==> config.mk <==
export PLATFORM = sky130hd
export DESIGN_NAME = note_track
export DESIGN_NICKNAME = d
export VERILOG_FILES = /design/src/rtl/note_pkg.sv /design/src/rtl/note_track_step_timer.sv /design/src/rtl/note_track.sv
export SDC_FILE = /design/constraint.sdc
export NUM_CORES = 1
export LEC_CHECK = 0
export ABC_AREA = 1
export CAP_MARGIN = 20
export CORE_MARGIN = 5
export CORE_UTILIZATION = 45
export CTS_CLUSTER_DIAMETER = 40
export DETAILED_ROUTE_END_ITERATION = 6
export PLACE_DENSITY = 0.72
export SLEW_MARGIN = 5
export SYNTH_ARGS = -nofsm -noshare
export SYNTH_HDL_FRONTEND = slang
export SYNTH_HIERARCHICAL = 1
export SYNTH_SLANG_ARGS = --single-unit
==> constraint.sdc <==
create_clock -name clk -period 2.6 [get_ports clk]
set_input_delay 0.78 -clock clk [delete_from_list [all_inputs] [get_ports clk]]
set_output_delay 0.78 -clock clk [all_outputs]
set_load 0.01 [all_outputs]
==> src/rtl/note_pkg.sv <==
// Shared note encodings and judge-window constants for note_track, button_judge and the chart ROM reader.
// Optional miss counter in note_track is enabled with NOTE_TRACK_MISS_CNT_EN.
package note_pkg;

    typedef enum logic [1:0] {
        NOTE_EMPTY   = 2'b00,
        NOTE_RED     = 2'b01,
        NOTE_BLUE    = 2'b10,
        NOTE_ILLEGAL = 2'b11
    } note_e;

    localparam logic [2:0] OFFSET_NONE    = 3'd0;
    localparam logic [2:0] OFFSET_PERFECT = 3'd3;
    localparam int         WIN            = 7;

    // Nearest note inside the judge window.
    typedef struct packed {
        logic       valid;
        logic [2:0] idx;
        note_e      colour;
    } head_t;

    // The illegal code is stored as a rest so the lane never holds it.
    function automatic note_e sanitize_note(input logic [1:0] raw);
        note_e n;
        case (raw)
            2'b01:   n = NOTE_RED;
            2'b10:   n = NOTE_BLUE;
            default: n = NOTE_EMPTY;
        endcase
        return n;
    endfunction

endpackage

==> src/rtl/note_track_step_timer.sv <==
// Scroll step divider: counts 0..STEP_DIV-1 while run is high and pulses step_tick_o on the last count.
// Holds its count while run is low; restarts from 0 on reset.
module step_timer #(
    parameter int unsigned STEP_DIV = 2500000
) (
    input  logic clk,
    input  logic rst,
    input  logic run_i,
    output logic step_tick_o
);

    localparam int unsigned     CNT_W   = (STEP_DIV > 2) ? $clog2(STEP_DIV) : 1;
    localparam logic [CNT_W-1:0] CNT_MAX = CNT_W'(STEP_DIV - 1);

    logic [CNT_W-1:0] cnt_q;
    logic [CNT_W-1:0] cnt_d;

    // NOTE: default assigned first so every path drives cnt_d and no latch is inferred.
    always_comb begin
        cnt_d = cnt_q;
        if (run_i) begin
            cnt_d = (cnt_q == CNT_MAX) ? '0 : cnt_q + 1'b1;
        end
    end

    // NOTE: non-blocking so all flops sample the pre-edge values together.
    always_ff @(posedge clk) begin
        if (rst) begin
            cnt_q <= '0;
        end else begin
            cnt_q <= cnt_d;
        end
    end

    assign step_tick_o = run_i && !rst && (cnt_q == CNT_MAX);

endmodule

==> src/rtl/note_track.sv <==
// Scrolling note lane feeding button_judge: shifts chart notes toward the hit line and reports the head note.
// Define NOTE_TRACK_MISS_CNT_EN to add the saturating miss_cnt output.
module note_track
    import note_pkg::*;
#(
    parameter int unsigned LANE_LEN = 16,
    parameter int unsigned STEP_DIV = 2500000
) (
    input  logic                clk,
    input  logic                rst,
    input  logic                run,
    input  logic                chart_valid,
    input  logic [1:0]          chart_note,
    output logic                chart_ready,
    input  logic                delete_note,
    output logic                node_R,
    output logic                node_B,
    output logic [2:0]          offset,
    output logic [LANE_LEN-1:0] lane_r,
    output logic [LANE_LEN-1:0] lane_b,
    output logic                miss_pulse
`ifdef NOTE_TRACK_MISS_CNT_EN
    ,
    output logic [7:0]          miss_cnt
`endif
);

    logic step_tick;

    step_timer #(
        .STEP_DIV (STEP_DIV)
    ) u_step_timer (
        .clk         (clk),
        .rst         (rst),
        .run_i       (run),
        .step_tick_o (step_tick)
    );

    note_e               cells_q   [LANE_LEN];
    note_e               cells_clr [LANE_LEN];
    note_e               cells_d   [LANE_LEN];
    logic [LANE_LEN-1:0] lane_r_q, lane_r_d;
    logic [LANE_LEN-1:0] lane_b_q, lane_b_d;
    logic                miss_q, miss_d;
    head_t               head;

    // Priority encoder: scan downward so the lowest occupied window cell wins.
    always_comb begin
        head = '{valid: 1'b0, idx: 3'd0, colour: NOTE_EMPTY};
        for (int i = WIN - 1; i >= 0; i--) begin
            if (cells_q[i] != NOTE_EMPTY) begin
                head.valid  = 1'b1;
                head.idx    = 3'(i);
                head.colour = cells_q[i];
            end
        end
    end

    // Delete is applied before the shift, so a note hit in cell 0 never reaches the miss check.
    always_comb begin
        cells_clr = cells_q;
        if (delete_note && head.valid) begin
            cells_clr[head.idx] = NOTE_EMPTY;
        end

        miss_d = step_tick && (cells_clr[0] != NOTE_EMPTY);

        cells_d = cells_clr;
        if (step_tick) begin
            for (int i = 0; i < int'(LANE_LEN) - 1; i++) begin
                cells_d[i] = cells_clr[i + 1];
            end
            cells_d[LANE_LEN-1] = chart_valid ? sanitize_note(chart_note) : NOTE_EMPTY;
        end

        lane_r_d = '0;
        lane_b_d = '0;
        for (int i = 0; i < int'(LANE_LEN); i++) begin
            lane_r_d[i] = (cells_d[i] == NOTE_RED);
            lane_b_d[i] = (cells_d[i] == NOTE_BLUE);
        end
    end

    // NOTE: the lane is a handful of flops, not a RAM, so it is reset to guarantee an empty start.
    always_ff @(posedge clk) begin
        if (rst) begin
            for (int i = 0; i < int'(LANE_LEN); i++) begin
                cells_q[i] <= NOTE_EMPTY;
            end
            lane_r_q <= '0;
            lane_b_q <= '0;
            miss_q   <= 1'b0;
        end else begin
            cells_q  <= cells_d;
            lane_r_q <= lane_r_d;
            lane_b_q <= lane_b_d;
            miss_q   <= miss_d;
        end
    end

`ifdef NOTE_TRACK_MISS_CNT_EN
    logic [7:0] miss_cnt_q;

    always_ff @(posedge clk) begin
        if (rst) begin
            miss_cnt_q <= 8'd0;
        end else if (miss_d && (miss_cnt_q != 8'hFF)) begin
            miss_cnt_q <= miss_cnt_q + 8'd1;
        end
    end

    assign miss_cnt = miss_cnt_q;
`endif

    assign chart_ready = step_tick;
    assign node_R      = head.valid && (head.colour == NOTE_RED);
    assign node_B      = head.valid && (head.colour == NOTE_BLUE);
    assign offset      = head.valid ? (3'd7 - head.idx) : OFFSET_NONE;
    assign lane_r      = lane_r_q;
    assign lane_b      = lane_b_q;
    assign miss_pulse  = miss_q;

endmodule

### Word level (Yosys, flattened, before mapping)

Index checks and enable logic that the tools add are counted.

| storage, ports and cells | value |
|---|---|
| bits in registers | 87 |
| input bits | 7 |

| cells by class | value |
|---|---|
| add/subtract/negate cells | 2 |
| order comparisons | 2 |
| equal/unequal tests | 37 |
| multiplexer cells | 15 |
| bitwise gates (word level) | 3 |
| reductions and logical operators | 16 |

Operators by type and width:

| cell | count |
|---|---|
| 32-bit two-way mux | 2 |
| 6-bit two-way mux | 7 |
| 2-bit by 1-bit == test with 1-bit output, second input constant | 18 |
| 2-bit == test, second input constant | 18 |
| 32-bit AND | 1 |
| 32-bit inverter | 1 |
| 22-bit by 1-bit adder with 22-bit output, second input constant | 1 |
| 22-bit == test, second input constant | 1 |
| 22-bit two-way mux | 1 |
| 2-bit nonzero test | 8 |
| 2-bit demux with 4-bit select | 1 |
| 1-bit logical AND | 7 |
| 4-bit by 5-bit greater-or-equal comparator with 1-bit output, second input constant | 1 |
| 4-bit by 1-bit < comparator with 1-bit output, second input constant | 1 |
| 2-bit two-way mux | 2 |
| 3-bit inverter with 4-bit output | 1 |
| 2-bit case mux with 2 select lines | 1 |
| 3-bit two-way mux | 1 |
| 3-bit subtractor, first input constant | 1 |
| 1-bit logical NOT | 1 |

### Depth between registers and ports, before layout

| logic depth | value |
|---|---|
| word-level depth | 18 |
| mapped depth | 14 |

### Hierarchy

Netlist, hierarchy kept.

By module, submodules not included:

| module | instances | cells an instance | area each (µm²) | sequential area each (µm²) |
|---|---|---|---|---|
| note_track | 1 | 381 | 2810.2 | 1301.2 |
| step_timer | 1 | 207 | 1316.3 | 440.4 |

### Worst setup path before layout

Ideal clock, no wire load.

| path | value |
|---|---|
| path kind | input port to flip-flop |
| start point | input port rst |
| end point | register lane_b_q[4], in the netlist lane_b[4] |
| data arrival time | 2146 ps |
| data required time | 2488 ps |
| setup slack | 342 ps |
| stages | 9 |
| buffers on the path | 4 |
| cells stage by stage | clkbuf_1 > nor2_1 > buf_2 > inv_1 > buf_2 > clkbuf_1 > nand3_1 > nand3_1 > nor2_1 |

| between the ends | value |
|---|---|
| word-level cells in the longest chain between the ends | 5 |

Ends and longest elaborated chain:

| element | line | RTL |
|---|---|---|
| start, declared | note_track.sv:10 | `input logic rst,` |
| 1-bit logical NOT | note_track_step_timer.sv:35 | `assign step_tick_o = run_i && !rst && (cnt_q == CNT_MAX);` |
| 1-bit logical AND (2 in series) | note_track_step_timer.sv:35 |  |
| named net chart_ready | note_track.sv:14 | `output logic chart_ready,` |
| 32-bit two-way mux | note_track.sv:69 | `if (step_tick) begin` |
| 2-bit == test | note_track.sv:80 | `lane_b_d[i] = (cells_d[i] == NOTE_BLUE);` |
| end signal, assigned | note_track.sv:96 | `lane_b_q <= lane_b_d;` |
| end, declared | note_track.sv:43 | `logic [LANE_LEN-1:0] lane_b_q, lane_b_d;` |

The timed path passes the listed nets, and every way through them passes these cells.
A chain may end at the register's enable or synchronous reset.

### Final worst setup path

| path | value |
|---|---|
| start point | register cells_q[20] (netlist bit) |
| end point | output port offset[0] |

| between the ends | value |
|---|---|
| word-level cells in the longest chain between the ends | 9 |

Ends and longest elaborated chain:

| element | line | RTL |
|---|---|---|
| start, declared | note_track.sv:39 | `note_e cells_q [LANE_LEN];` |
| start signal, assigned | note_track.sv:94 | `cells_q <= cells_d;` |
| 2-bit nonzero test * | note_track.sv:51 | `if (cells_q[i] != NOTE_EMPTY) begin` |
| 6-bit two-way mux * (6 in series) | note_track.sv:51 |  |
| 3-bit subtractor | note_track.sv:118 | `assign offset = head.valid ? (3'd7 - head.idx) : OFFSET_NONE;` |
| 3-bit two-way mux * | note_track.sv:118 |  |
| end, declared | note_track.sv:18 | `output logic [2:0] offset,` |

Every way passes the cells marked *; elsewhere a longest branch is shown, timed or not.

==> impl_metrics.py <==
metrics = {
    "worst_setup_path": {
        "worstPathRequired_ns": 1.82,
        "end_kind": "output pin",
        "critPathLaunchType": "register",
        "critPathArrivalTime_ns": 1.70,
        "critPathMaxStageDelay_ns": 0.33,
        "worst-path-buf-inv": 4,
        "slowest_stage": "dfxtp_2",
        "cp_top_family": "buffers and inverters",
        "critPathMaxFanout": 5,
        "critical_path_class": "reg -> out",
        "path_cells": "buf_4, nor2_2, nand3_2, inv_2, nand2_4, inv_1, nor2_1, dlygate4sd2_1",
    },
    "clock_network": {
        "cts.sinks": 87,
        "postCtsHoldBufs": 0,
        "tritoncts": "done",
        "clkLatencyLatePin_ns": 0.37,
        "htreeDepth": 3,
        "root_buffer": "clkbuf_8",
        "path_clk_slew_ns": 0.09,
        "cts_buffer_depth": 2,
        "post-cts-setup-buffers": 0,
        "cts_buffers": 9,
    },
    "placement": {
        "place_area_um2": 4700,
        "portBuffers": 45,
        "gp_congestion": 0.882,
        "hpwl_um": 6300,
    },
    "pwr": {
        "leakage_nw": 2.29,
        "ir_drop_v": 0.000233,
        "finalPower_mw": 2.32,
        "p_per_area_nw_per_um2": 471,
    },
    "floorplanning": {
        "die_y_um": 106,
        "dieWidth_um": 106,
        "dieArea_um2": 11200,
        "initial_core_util": 0.453,
        "fp.coreArea_um2": 9110,
        "ios": 46,
        "rows": 35,
    },
    "yosys": {
        "yosys-top-cells-area": "dfxtp_1 (42%), nand2_1 (13%), inv_1 (7.3%), nor2_1 (7.2%), nand3_1 (6.8%)",
        "synth-compound-area-share": 0.0470,
        "yosys.area_share.simple": 0.398,
        "synth_cell_types": 35,
        "synth_commonest_cells": "nand2_1 (148), dfxtp_1 (87), inv_1 (80)",
        "ys.warnings.count": 6,
        "netlist.area_leader.share": 0.422,
        "synth_ff_type": "dfxtp_1",
        "syn_area_per_cell_um2": 7.02,
        "synth_nets": 596,
        "yosysSeqAreaShare": 0.422,
        "synthMuxAreaShare": 0.0170,
        "netlist_area_um2": 4130,
        "synth_top_family_by_area": "simple AND/OR/NAND/NOR gates",
        "synth-xor-area-share": 0.0149,
        "ys_async_sr_fraction": 0,
        "synth_adder_area_share": 0.00303,
        "syn_inst": 588,
        "synth-seq-cells": 87,
        "synth.largest_area_cell": "dfxtp_1",
        "synth_edf_count": 0,
        "synth.most_common_cell": "nand2_1",
    },
    "status": {
        "status": "finished clean",
    },
    "global_route": {
        "grt_pass1_vias": 3432,
        "antenna_found_initial": 0,
        "grt_use_total": 0.164,
        "grt_overflow": 0,
        "grt_pass1_wl_um": 15200,
        "grt_max_degree": 51,
    },
    "timing": {
        "rsz0062_at_grt": "true",
        "slew-limit-headroom": 0.660,
        "tightest_slew_ns": 0.510,
        "period_share": 0.952,
        "slew_violations": 0,
        "holdWs_ns": 0.508,
        "finalHoldViolCount": 0,
        "finClkSkew_ns": 0.0111,
        "fmax_ghz": 0.404,
        "min_period_ns": 2.48,
        "setup-violations-final": 0,
    },
    "layout": {
        "antenna_cells": 0,
        "final_nets": 644,
        "finalInstanceArea_um2": 4920,
        "syn2layout_area_growth_pct": 19.3,
        "fill_cells": 888,
        "drive_gt1_frac": 0.148,
    },
    "min_path": {
        "hp-class": "reg -> reg",
    },
    "route": {
        "wl_per_cell_um": 11.4,
        "vias": 3625,
        "drc": 0,
        "detail-route-antenna-nets": 0,
        "routed_wl_um": 8580,
        "first_pass_iters": 4,
        "routed_via_density": 4.82,
        "drtIter0Drc": 192,
    },
    "flow_run": {
        "drv_cap": 0,
    },
}
flip-flops by register name (all words and copies together), names as in the netlist:
register,count
u_step_timer/cnt_q,22
lane_r,16
cells_q,32
miss_pulse,1
lane_b,16
per-layer routing:
metal / global-route usage / routed length [um]
met2: 0.266 / 3950
met5: 0 / 0
met4: 0.0638 / 130
met3: 0.0318 / 338
met1: 0.216 / 4160
through the flow:
stage                      util  std cells  TNS (ns)  worst slack, ns
after detailed placement  0.516        736    -21.99           -0.501
after floorplan               -        588         0            0.342
final                     0.540        752         0            0.124
after CTS                 0.538        752     -1.77           -0.220
after global placement    0.516        736    -19.79           -0.477
after global routing      0.540        752  -0.00196         -0.00196
where the power goes:
group / switching, mW / internal (mW)
Clock: 0.558 / 0.380
Combinational: 0.0312 / 0.0132
Sequential: 0.00251 / 1.33
Total: 0.592 / 1.73
path summary, 6_finish.rpt:
| kind | cells past startpoint | start | slack (ns) | to |
|---|---|---|---|---|
| setup / recovery | 8 | cells_q[20]$_SDFF_PP0_ | 0.12 | offset[0] |
| hold / removal | 2 | u_step_timer/cnt_q[21]$_SDFFE_PP0P_ | 0.51 | u_step_timer/cnt_q[21]$_SDFFE_PP0P_ |
| setup reg to reg | 11 | u_step_timer/cnt_q[0]$_SDFFE_PP0P_ | 0.36 | lane_r[15]$_SDFF_PP0_ |
| hold reg to reg | 2 | u_step_timer/cnt_q[21]$_SDFFE_PP0P_ | 0.51 | u_step_timer/cnt_q[21]$_SDFFE_PP0P_ |
tightest hold or removal path: stages, from the launching register on:
cell,delay [ns]
dfxtp_1,0.34
nand2_1,0.07
a21oi_1,0.05
kinds of logic (layout without fill, tap and decap cells):
family | after synthesis | in the layout
simple gates | 350 | 350
fa+ha+maj | 1 | 1
compound gates | 32 | 32
buf+inv | 104 | 157
mux | 7 | 7
flops | 87 | 87
xor+xnor | 7 | 7
placed cells by master, fill, tap and decap left out, types with 2 or more instances in the layout:
cell	count
o21ai_2	2
o21ai_0	14
xor2_1	6
dfxtp_1	83
clkbuf_8	9
o211ai_1	4
a21oi_1	9
inv_8	3
or2_2	7
buf_2	2
dlygate4sd2_1	2
nor2_4	9
nand3_1	55
clkdlybuf4s50_1	38
mux2i_1	7
inv_2	9
nand3b_1	2
inv_1	79
nand4_1	5
nand3_2	3
buf_4	7
nor2_2	13
nor2_1	77
dfxtp_2	3
nand2_4	4
nand2_1	147
nand2_2	12
nor3_1	12
layout make-up:
cell class                      instances  area, um2  area share
Multi-Input combinational cell        397       2000       0.405
Clock inverter                          7       75.1      0.0153
Clock buffer                            9        124      0.0252
Inverter                               88        330      0.0671
Timing Repair Buffer                   53        509       0.103
Sequential cell                        87       1750       0.355
Tap cell                              111        139      0.0282
repair_timing:
action                                  4_1_cts  5_1_grt
cloned                                        0        0
endpoints found under the setup margin       37       54
pin swaps                                     0        5
resized for setup                             9       18
No activity file was read; power rests on OpenSTA's default activity.
